`src/rtl/tpu_pkg.sv`:
```
// Shared TPU types and constants.
// byte_type / buffer_addr_type describe one unified-buffer byte and row address.
// UB_READ_LATENCY is the cycle count from an addr0/en0 read to valid read_port0
// data: one RAM register plus two output registers. Both the unified buffer and
// its read sequencer use it.
package tpu_pkg;
   localparam int BYTE_WIDTH           = 8;
   localparam int BUFFER_ADDRESS_WIDTH = 24;

   typedef logic [BYTE_WIDTH-1:0]           byte_type;
   typedef logic [BUFFER_ADDRESS_WIDTH-1:0] buffer_addr_type;

   localparam int UB_READ_LATENCY = 3;
endpackage

```
`src/rtl/unified_buffer_reader_pkg.sv`:
```
// Local types for the unified buffer read sequencer.
// reader_state_t : sequencer FSM states.
// popcount32     : number of set bits. It counts the reads still travelling
//                  down the buffer's read pipeline.
package unified_buffer_reader_pkg;
   typedef enum logic [1:0] {
      ST_IDLE  = 2'd0,
      ST_ISSUE = 2'd1,
      ST_DRAIN = 2'd2
   } reader_state_t;

   function automatic int popcount32(input logic [31:0] v);
      int n;
      n = 0;
      for (int i = 0; i < 32; i++) begin
         if (v[i]) n++;
      end
      return n;
   endfunction
endpackage

```
`src/rtl/unified_buffer_reader_if.sv`:
```
// Row stream from the unified buffer reader to its consumer.
//   out_data  : one buffer row (MATRIX_WIDTH bytes, byte 0 in the low bits)
//   out_valid : out_data holds a row
//   out_ready : the consumer takes the row on this clock edge
//   out_last  : the row is the final one of the current command
// Modport master is the reader side. Modport slave is the consumer side.
interface unified_buffer_reader_if #(
   parameter int MATRIX_WIDTH = 14
) ();
   tpu_pkg::byte_type [MATRIX_WIDTH-1:0] out_data;
   logic                                 out_valid;
   logic                                 out_ready;
   logic                                 out_last;

   modport master (
      output out_data,
      output out_valid,
      output out_last,
      input  out_ready
   );

   modport slave (
      input  out_data,
      input  out_valid,
      input  out_last,
      output out_ready
   );
endinterface

```
`src/rtl/unified_buffer_reader_sync_fifo.sv`:
```
// sync_fifo: single-clock first-word-fall-through FIFO.
//   clk, rst   : clock and asynchronous active-high reset (clears pointers/count)
//   push       : write push_data this cycle. Pushes into a full FIFO are ignored.
//   pop        : drop the head entry this cycle. Pops of an empty FIFO are ignored.
//   head_data  : current head entry. It is valid whenever count != 0.
//   count      : number of stored entries
// The storage array has no reset. Only the pointers decide what is valid.
module sync_fifo #(
   parameter int WIDTH = 8,
   parameter int DEPTH = 8
) (
   input  logic                       clk,
   input  logic                       rst,
   input  logic                       push,
   input  logic [WIDTH-1:0]           push_data,
   input  logic                       pop,
   output logic [WIDTH-1:0]           head_data,
   output logic [$clog2(DEPTH+1)-1:0] count
);
   localparam int PTR_W = (DEPTH > 1) ? $clog2(DEPTH) : 1;
   localparam int CNT_W = $clog2(DEPTH + 1);
   localparam logic [PTR_W-1:0] PTR_LAST = PTR_W'(DEPTH - 1);

   logic [WIDTH-1:0] mem [DEPTH];
   logic [PTR_W-1:0] wr_ptr_reg, rd_ptr_reg;
   logic [CNT_W-1:0] count_reg;
   logic             do_push, do_pop;

   assign do_push = push && (count_reg != CNT_W'(DEPTH));
   assign do_pop  = pop && (count_reg != '0);

   always_ff @(posedge clk or posedge rst) begin
      if (rst) begin
         wr_ptr_reg <= '0;
         rd_ptr_reg <= '0;
         count_reg  <= '0;
      end else begin
         if (do_push) wr_ptr_reg <= (wr_ptr_reg == PTR_LAST) ? '0 : wr_ptr_reg + PTR_W'(1);
         if (do_pop)  rd_ptr_reg <= (rd_ptr_reg == PTR_LAST) ? '0 : rd_ptr_reg + PTR_W'(1);
         case ({do_push, do_pop})
            2'b10:   count_reg <= count_reg + CNT_W'(1);
            2'b01:   count_reg <= count_reg - CNT_W'(1);
            default: count_reg <= count_reg;
         endcase
      end
   end

   always_ff @(posedge clk) begin
      if (do_push) mem[wr_ptr_reg] <= push_data;
   end

   assign head_data = mem[rd_ptr_reg];
   assign count     = count_reg;
endmodule

```
`src/rtl/unified_buffer_reader.sv`:
```
// unified_buffer_reader: reads `length` consecutive rows from unified-buffer
// port 0, starting at base_addr. It returns them as a valid/ready stream with a
// last flag.
//   clk, rst          : clock, asynchronous active-high reset
//   start/base_addr/length : command. It is sampled only while idle. length 0 only pulses done.
//   busy, done        : command in progress / one-cycle completion pulse
//   ub_addr0, ub_en0  : read request to the unified buffer
//   ub_read_port0     : read data. It arrives UB_READ_LATENCY cycles after the request.
//   ub_enable, ub_master_en : unified-buffer enables for the time this block owns port 0
//   out_if            : row stream to the consumer
// A read is issued only when its row is sure to have a FIFO slot when it lands.
// The test is (reads in flight + rows stored) < FIFO_DEPTH. Because of this,
// consumer backpressure never drops a row.
module unified_buffer_reader
   import tpu_pkg::*;
   import unified_buffer_reader_pkg::*;
#(
   parameter int MATRIX_WIDTH = 14,
   parameter int FIFO_DEPTH   = 8,
   parameter int LENGTH_WIDTH = 16
) (
   input  logic                         clk,
   input  logic                         rst,
   input  logic                         start,
   input  buffer_addr_type              base_addr,
   input  logic [LENGTH_WIDTH-1:0]      length,
   output logic                         busy,
   output logic                         done,
   output buffer_addr_type              ub_addr0,
   output logic                         ub_en0,
   input  byte_type [MATRIX_WIDTH-1:0]  ub_read_port0,
   output logic                         ub_enable,
   output logic                         ub_master_en,
   unified_buffer_reader_if.master      out_if
);
   localparam int ROW_WIDTH = MATRIX_WIDTH * BYTE_WIDTH;
   localparam int CNT_W     = $clog2(FIFO_DEPTH + 1);
   localparam logic [LENGTH_WIDTH-1:0] LEN_ONE = LENGTH_WIDTH'(1);

   reader_state_t               state_reg, state_next;
   buffer_addr_type             base_reg, last_addr_reg, issue_addr;
   logic [LENGTH_WIDTH-1:0]     length_reg, issue_cnt_reg, rx_cnt_reg, last_idx;
   logic [UB_READ_LATENCY-1:0]  sr_reg;       // issue strobes moving through the buffer read pipeline
   logic                        done_reg, done_next;
   logic                        accept, issue, credit_ok, pop, out_valid_int;
   int                          inflight;
   logic [CNT_W-1:0]            fifo_count;
   logic [ROW_WIDTH-1:0]        fifo_head;

   assign last_idx   = length_reg - LEN_ONE;
   assign issue_addr = base_reg + buffer_addr_type'(issue_cnt_reg);   // wraps modulo 2^AW
   assign inflight   = popcount32(32'(sr_reg));
   assign credit_ok  = (inflight + int'(fifo_count)) < FIFO_DEPTH;
   assign accept     = (state_reg == ST_IDLE) && start && (length != '0);

   // Next-state and issue logic
   always_comb begin
      state_next = state_reg;
      issue      = 1'b0;
      done_next  = 1'b0;
      unique case (state_reg)
         ST_IDLE: begin
            if (start) begin
               if (length != '0) state_next = ST_ISSUE;
               else              done_next  = 1'b1;
            end
         end
         ST_ISSUE: begin
            if (credit_ok) begin
               issue = 1'b1;
               if (issue_cnt_reg == last_idx) state_next = ST_DRAIN;
            end
         end
         ST_DRAIN: begin
            if (pop && (rx_cnt_reg == last_idx)) begin
               state_next = ST_IDLE;
               done_next  = 1'b1;
            end
         end
         default: state_next = ST_IDLE;
      endcase
   end

   always_ff @(posedge clk or posedge rst) begin
      if (rst) begin
         state_reg     <= ST_IDLE;
         base_reg      <= '0;
         length_reg    <= '0;
         issue_cnt_reg <= '0;
         rx_cnt_reg    <= '0;
         last_addr_reg <= '0;
         sr_reg        <= '0;
         done_reg      <= 1'b0;
      end else begin
         state_reg <= state_next;
         done_reg  <= done_next;
         sr_reg    <= {sr_reg[UB_READ_LATENCY-2:0], issue};
         if (accept) begin
            base_reg      <= base_addr;
            length_reg    <= length;
            issue_cnt_reg <= '0;
            rx_cnt_reg    <= '0;
         end else begin
            if (issue) begin
               issue_cnt_reg <= issue_cnt_reg + LEN_ONE;
               last_addr_reg <= issue_addr;
            end
            if (pop) rx_cnt_reg <= rx_cnt_reg + LEN_ONE;
         end
      end
   end

   // The row read UB_READ_LATENCY cycles ago is on ub_read_port0 while the tail strobe is set.
   sync_fifo #(
      .WIDTH (ROW_WIDTH),
      .DEPTH (FIFO_DEPTH)
   ) u_fifo (
      .clk       (clk),
      .rst       (rst),
      .push      (sr_reg[UB_READ_LATENCY-1]),
      .push_data (ub_read_port0),
      .pop       (pop),
      .head_data (fifo_head),
      .count     (fifo_count)
   );

   assign out_valid_int    = (fifo_count != '0);
   assign pop              = out_valid_int && out_if.out_ready;
   assign out_if.out_valid = out_valid_int;
   // Gate the unreset storage so out_data reads zero whenever no row is presented.
   assign out_if.out_data  = out_valid_int ? fifo_head : '0;
   assign out_if.out_last  = out_valid_int && (rx_cnt_reg == last_idx);

   assign busy         = (state_reg != ST_IDLE);
   assign done         = done_reg;
   assign ub_en0       = issue;
   // Keep showing the last issued address when no read is issued.
   assign ub_addr0     = issue ? issue_addr : last_addr_reg;
   assign ub_enable    = busy;
   assign ub_master_en = 1'b0;
endmodule

```
`src/flat_wrapper.sv`:
```
// flat-port wrapper written by rule: the top's interface ports become plain ports
module unified_buffer_reader_flat import tpu_pkg::*; import unified_buffer_reader_pkg::*;
#(
   parameter int MATRIX_WIDTH = 14,
   parameter int FIFO_DEPTH   = 8,
   parameter int LENGTH_WIDTH = 16
)
  (clk, rst, start, base_addr, length, busy, done, ub_addr0, ub_en0, ub_read_port0, ub_enable, ub_master_en, out_if_out_data, out_if_out_valid, out_if_out_last, out_if_out_ready);
  unified_buffer_reader_if #(.MATRIX_WIDTH(MATRIX_WIDTH)) out_if_i ();
  input  logic clk;
  input  logic rst;
  input  logic start;
  input  buffer_addr_type base_addr;
  input  logic [LENGTH_WIDTH-1:0] length;
  output logic busy;
  output logic done;
  output buffer_addr_type ub_addr0;
  output logic ub_en0;
  input  byte_type [MATRIX_WIDTH-1:0] ub_read_port0;
  output logic ub_enable;
  output logic ub_master_en;
  output wire logic [$bits(out_if_i.out_data)-1:0] out_if_out_data;
  output wire logic [$bits(out_if_i.out_valid)-1:0] out_if_out_valid;
  output wire logic [$bits(out_if_i.out_last)-1:0] out_if_out_last;
  input wire logic [$bits(out_if_i.out_ready)-1:0] out_if_out_ready;
  assign out_if_out_data = out_if_i.out_data;
  assign out_if_out_valid = out_if_i.out_valid;
  assign out_if_out_last = out_if_i.out_last;
  assign out_if_i.out_ready = out_if_out_ready;
  unified_buffer_reader #(.MATRIX_WIDTH(MATRIX_WIDTH), .FIFO_DEPTH(FIFO_DEPTH), .LENGTH_WIDTH(LENGTH_WIDTH)) u_core (.clk(clk), .rst(rst), .start(start), .base_addr(base_addr), .length(length), .busy(busy), .done(done), .ub_addr0(ub_addr0), .ub_en0(ub_en0), .ub_read_port0(ub_read_port0), .ub_enable(ub_enable), .ub_master_en(ub_master_en), .out_if(out_if_i));
endmodule
```
`config.mk`:
```
export PLATFORM = sky130hd
export DESIGN_NAME = unified_buffer_reader_flat
export DESIGN_NICKNAME = d
export VERILOG_FILES = /design/src/rtl/tpu_pkg.sv /design/src/rtl/unified_buffer_reader_pkg.sv /design/src/rtl/unified_buffer_reader_if.sv /design/src/rtl/unified_buffer_reader_sync_fifo.sv /design/src/rtl/unified_buffer_reader.sv /design/src/flat_wrapper.sv
export SDC_FILE = /design/constraint.sdc
export NUM_CORES = 1
export LEC_CHECK = 0
export ABC_AREA = 1
export CAP_MARGIN = 30
export CORE_MARGIN = 3
export CORE_UTILIZATION = 30
export CTS_CLUSTER_DIAMETER = 100
export CTS_CLUSTER_SIZE = 20
export DETAILED_ROUTE_END_ITERATION = 7
export GPL_TIMING_DRIVEN = 0
export PLACE_DENSITY = 0.51
export SYNTH_ARGS = -nofsm -noshare
export SYNTH_HDL_FRONTEND = slang
export SYNTH_HIERARCHICAL = 1
export SYNTH_SLANG_ARGS = --single-unit
```
`constraint.sdc`:
```
create_clock -name clk -period 13.12 [get_ports clk]
set_input_delay 3.936 -clock clk [delete_from_list [all_inputs] [get_ports clk]]
set_output_delay 3.936 -clock clk [all_outputs]
set_load 0.005 [all_outputs]
```
==> run metrics, run 1 <==
CP max FO=10; area share of the largest cell type after synthesis=57.3%; final setup TNS=0 ns; # port buffers=297; VDD IR max=0.000116 V; Critical Path Source Type=register; Syn Std Cell Area=46900 um2; Worst Setup End Kind=output pin; Synth cell types=49; clk_skew=0.0328 ns; core area=155000 um2; Final Hold Vio Count=0; clock buffer count from CTS=58; Via density=4.41; Post-Synthesis Cells=5181; Post-synth EDFFs=896; WHS=0.405 ns; hold buffer count at cts=0; CTS tree=built; Routed WL=140 mm; RSZ-0062 raised after global routing=false; fmax=124 MHz; Slew HR=34.7%; Net Sw Frac=41.5%; HPWL Detailed=100 mm; worst-margin pin slew=0.974 ns; gr ovfl total=0; post-CTS sizing=0; Clock Power Share=16.4%; Crit Path Class=register to output pin; RePlAce Congestion=0.924; Final #Nets=5846; Die X=402 um; die height=402 um; Total GRT Usage=17.0%; Internal Power=6670 uW; Max Slew Vio Count=0; register share of total power=35.2%; HP Class=register to register; Leakage=0.0241 uW; DRC viols=0; Sw Pwr=4730 uW; Pwr Density=205 nW/um2; Synth Area per Inst=9.06 um2; vias in the first global route=32348; Yosys top cell by area=edfxtp_1; # IOs=299; DIE AREA=161000 um2; H-tree Lvls=2; clk slew on worst S/H paths=0.08 ns; Via Count=34048; Area growth syn-to-layout=18.2%; Period minus WS final=8.09 ns; fin crit share=61.7%; initial antenna violation count=23; Synthesized Nets=5369; max FFs per register=896; first-pass GRT wire length=208 mm; routed length per instance=18.1 um; clk_lat worst skew=0.70 ns; Comb power frac=48.4%; status=complete, no violations; CTS sink cnt=1008; final setup violation count=0; primary flip-flop cell chosen by synthesis mapping=edfxtp_1; Yosys reg bits=1008; Starting Density=30.3%; Worst Path Arrival=4.15 ns; top cells by area, synth=edfxtp_1 (57%), nand2_1 (14%), nor2_1 (8.6%); post-CTS setup buffer count=0; share of layout cells above drive strength 1=6.88%; Max Cap Viol=0; critical path data required time=9.18 ns; Placement Rows=144; Final ANT Viol Nets=0; reg2reg setup slack=9.77 ns; fin util=35.9%; clock root cell=clkbuf_16; Initial DRT Pass Iterations=5; register area share after synthesis=63.3%; ys async rst share=11.1%; DR iter-0 viols=2276; Synth Warn #=6; largest net degree at the start of global routing=69; maximum clock path buffer count=3
-- cells in the final DEF, fill, tap and decap left out, types with 5 or more instances in the layout --
cell	n
nor3_1	20
clkbuf_16	58
nor2_1	1075
xnor2_1	6
ha_1	30
nand2_2	5
diode_2	7
buf_4	22
o21ai_0	89
a21oi_1	33
clkbuf_1	57
nand4_1	24
nor3_2	9
xor2_1	26
nand2_1	1793
buf_8	8
o21ai_1	5
buf_6	136
edfxtp_1	896
inv_1	691
buf_2	110
clkdlybuf4s50_1	297
nand3_1	101
dfrtp_1	112
-- worst max-delay path: stages (launching register included) --
cell and delay (ns):
dfrtp_1 0.46, nor2_1 0.13, nand2_1 0.20, inv_1 0.50, clkbuf_2 0.69, clkbuf_1 0.58
nor2_1 0.35, clkdlybuf4s50_1 0.54
-- final timing paths --
path	start	endpoint	cells after the start
setup reg to reg	u_core/u_fifo/count[0]	u_core/u_fifo/count[3]	13
hold / removal	u_core/sr_reg[1]	u_core/sr_reg[2]	0
max in group asynchronous	rst	u_core/last_addr_reg[13]	3
setup / recovery	u_core/u_fifo/count[0]	out_if_out_data[96]	7
hold reg to reg	u_core/sr_reg[1]	u_core/sr_reg[2]	0
min in group asynchronous	rst	u_core/rx_cnt_reg[9]	2
-- area by class of cell --
class	instances	area, um2
Clock buffer	63	1470
Timing Repair Buffer	417	4340
Fill cell	15593	99300
Antenna cell	7	17.5
Tap cell	2044	2560
Multi-Input combinational cell	3267	13400
Inverter	695	2610
Sequential cell	1008	29700
Buffer	211	1240
Clock inverter	11	133
-- Yosys cell counts (3+ instances only) --
cell      count
nand2_1    1793
nand4_1      24
nor3_1       28
inv_1       692
nor4_1        3
or2_2         4
ha_1         30
o21ai_0      89
nand3_1     101
xor2_1       26
and2_1        4
buf_6        34
xnor2_1       6
nor2_1     1075
a31oi_1       4
clkbuf_1     53
a21oi_1      33
nand2_2       5
dfrtp_1     112
nor2_2        4
buf_2       110
nor2_4        4
xor2_2        3
o21ai_1       5
buf_4        13
edfxtp_1    896
-- cells by family after synthesis --
logic type	count (synthesis)	synth area share, %
buf+inv	906	8.19
compound gates	139	1.54
fa+ha+maj	32	0.885
simple gates	3060	25.4
other cells	1	0.00799
flops	1008	63.3
xor+xnor	35	0.701
-- stage by stage --
stage                     power (uW)  worst slack (ns)  instance area, um2  cells
after detailed placement        9680              5.58               53900   7642
after floorplan                 7180              3.99               46900   5181
after global placement          9690             -4.79               52500   7522
after global routing           12300              4.72               55500   7716
final                          11400              5.03               55500   7723
after CTS                      11600              4.82               55500   7716
-- power by group through the flow --
stage	Clock [uW]	Combinational, uW	Sequential, uW
after floorplan	0	3080	4100
after global placement	0	5470	4230
after detailed placement	0	5600	4090
after CTS	1940	5620	4020
after global routing	2040	6160	4050
final	1870	5520	4020
-- layer usage --
metal | track usage, % | part of all wire (%) | up-vias
li1 | - | - | 16964
met1 | 23.1 | 44 | 16082
met2 | 28.8 | 47 | 810
met3 | 2.29 | 5.9 | 180
met4 | 3.89 | 2.2 | 12
met5 | 0 | 0.062 | -
(Power assumes the default switching activity.)
==> run 2: changes to the inputs <==
--- a/config.mk
+++ b/config.mk
@@ -13,7 +13,7 @@
 export CTS_CLUSTER_SIZE = 20
 export DETAILED_ROUTE_END_ITERATION = 7
 export GPL_TIMING_DRIVEN = 0
-export PLACE_DENSITY = 0.51
+export PLACE_DENSITY = 0.53
 export SYNTH_ARGS = -nofsm -noshare
 export SYNTH_HDL_FRONTEND = slang
 export SYNTH_HIERARCHICAL = 1
==> constraint.sdc (replaced) <==
create_clock -name clk -period 6.97 [get_ports clk]
set_input_delay 2.091 -clock clk [delete_from_list [all_inputs] [get_ports clk]]
set_output_delay 2.091 -clock clk [all_outputs]
set_load 0.005 [all_outputs]
==> run metrics, run 2 (synthesized netlist as in run 1, its figures left out) <==
share of layout cells above drive strength 1=6.77%; post-CTS setup buffer count=0; Worst Path Arrival=4.25 ns; Worst Setup End Kind=output pin; RePlAce Congestion=0.867; status=complete, no violations; fin area=55600 um2; max FFs per register=896; reg2reg path depth=13; clk_lat worst skew=0.72 ns; reg-to-reg critical path startpoint=u_core/u_fifo/count[3]; Leakage=0.0241 uW; reg2reg setup slack=3.52 ns; crit path from=u_core/u_fifo/count[3]; CP max FO=10; Critical Path Source Type=register; Final #Nets=5839; routed length per instance=17.9 um; critical path data required time=4.88 ns; Via Count=34084; commonest non-fill, non-tap cells in the layout=nand2_1 (1793), nor2_1 (1075), edfxtp_1 (896); Via density=4.41; worst-margin pin slew=0.960 ns; Setup WS pre-CTS=1.20 ns; final setup violation count=0; final setup TNS=0 ns; leading cell type in the layout, fill and taps excluded=nand2_1; Max Slew Vio Count=0; first-pass GRT wire length=206 mm; # IOs=299; DIE AREA=161000 um2; Slew HR=35.7%; Final ANT Viol Nets=0; total power=21500 uW; Die X=402 um; fin crit share=90.9%; Placement Rows=144; die height=402 um; Crit Path Class=register to output pin; CTS sink cnt=1008; largest net degree at the start of global routing=53; fmax=158 MHz; Worst Setup EP=out_if_out_data[96]; CTS tree=built; Pwr Density=388 nW/um2; RSZ-0062 raised after global routing=false; Routed WL=139 mm; # port buffers=297; Initial DRT Pass Iterations=6; HP Class=register to register; core area=155000 um2; Period minus WS final=6.34 ns; Final Hold Vio Count=0; Max Cap Viol=0; Starting Density=30.3%; hold buffer count at cts=0; fin util=35.9%; Area growth syn-to-layout=18.4%; DRC viols=0; FF-to-FF End=u_core/u_fifo/count[3]; Total GRT Usage=16.8%; vias in the first global route=32399; gr ovfl total=0; DR iter-0 viols=2515; initial antenna violation count=29; HPWL Detailed=99.8 mm; H-tree Lvls=2; clock buffer count from CTS=59; VDD IR max=0.000239 V; maximum clock path buffer count=3; clock root cell=clkbuf_16; clk slew on worst S/H paths=0.08 ns; worst setup margin=0.633 ns; post-CTS sizing=0; DP Area=53800 um2; clk_skew=0.0560 ns
## run 2: per-layer routing
layer / track usage, % / routed length, um / vias to the layer above
met5: 0 / 90 / -
met4: 4.49 / 3710 / 14
met3: 3.79 / 10600 / 186
met2: 27.9 / 64300 / 938
met1: 22.1 / 59900 / 15979
li1: - / - / 16967
## run 2: cell type report
type	count	area, um2
Buffer	211	1240
Antenna cell	11	27.5
Clock buffer	71	1520
Multi-Input combinational cell	3267	13400
Inverter	695	2610
Timing Repair Buffer	409	4290
Tap cell	2044	2560
Clock inverter	12	186
Fill cell	15564	99200
Sequential cell	1008	29700
## run 2: worst max-delay path: stages, from the launching register on
cell	delay, ns
dfrtp_1	0.46
nor2_1	0.12
nand2_1	0.23
inv_1	0.56
clkbuf_2	0.74
clkbuf_1	0.57
nor2_1	0.22
clkdlybuf4s50_1	0.61
## run 2: power breakdown
part           internal (uW)  leakage, uW  switching [uW]
Combinational           3800       0.0138            6540
Sequential              7240      0.00952             320
Clock                   1610     0.000823            2040
Total                  12600       0.0241            8910
## run 2: worst min-delay path by stage
stage                           from               end  slack (ns)  depth (start not counted)
floorplan           u_core/sr_reg[1]  u_core/sr_reg[2]        0.38                          0
finish              u_core/sr_reg[0]  u_core/sr_reg[1]        0.41                          0
global route        u_core/sr_reg[1]  u_core/sr_reg[2]        0.44                          0
detailed placement  u_core/sr_reg[0]  u_core/sr_reg[1]        0.39                          0
global placement    u_core/sr_reg[1]  u_core/sr_reg[2]        0.40                          0
CTS                 u_core/sr_reg[0]  u_core/sr_reg[1]        0.42                          0
## run 2: per-stage QoR
stage	std cells	hold WS (ns)
after detailed placement	7633	0.389
after global placement	7522	0.397
after floorplan	5181	0.378
final	7728	0.413
after global routing	7717	0.437
after CTS	7716	0.416
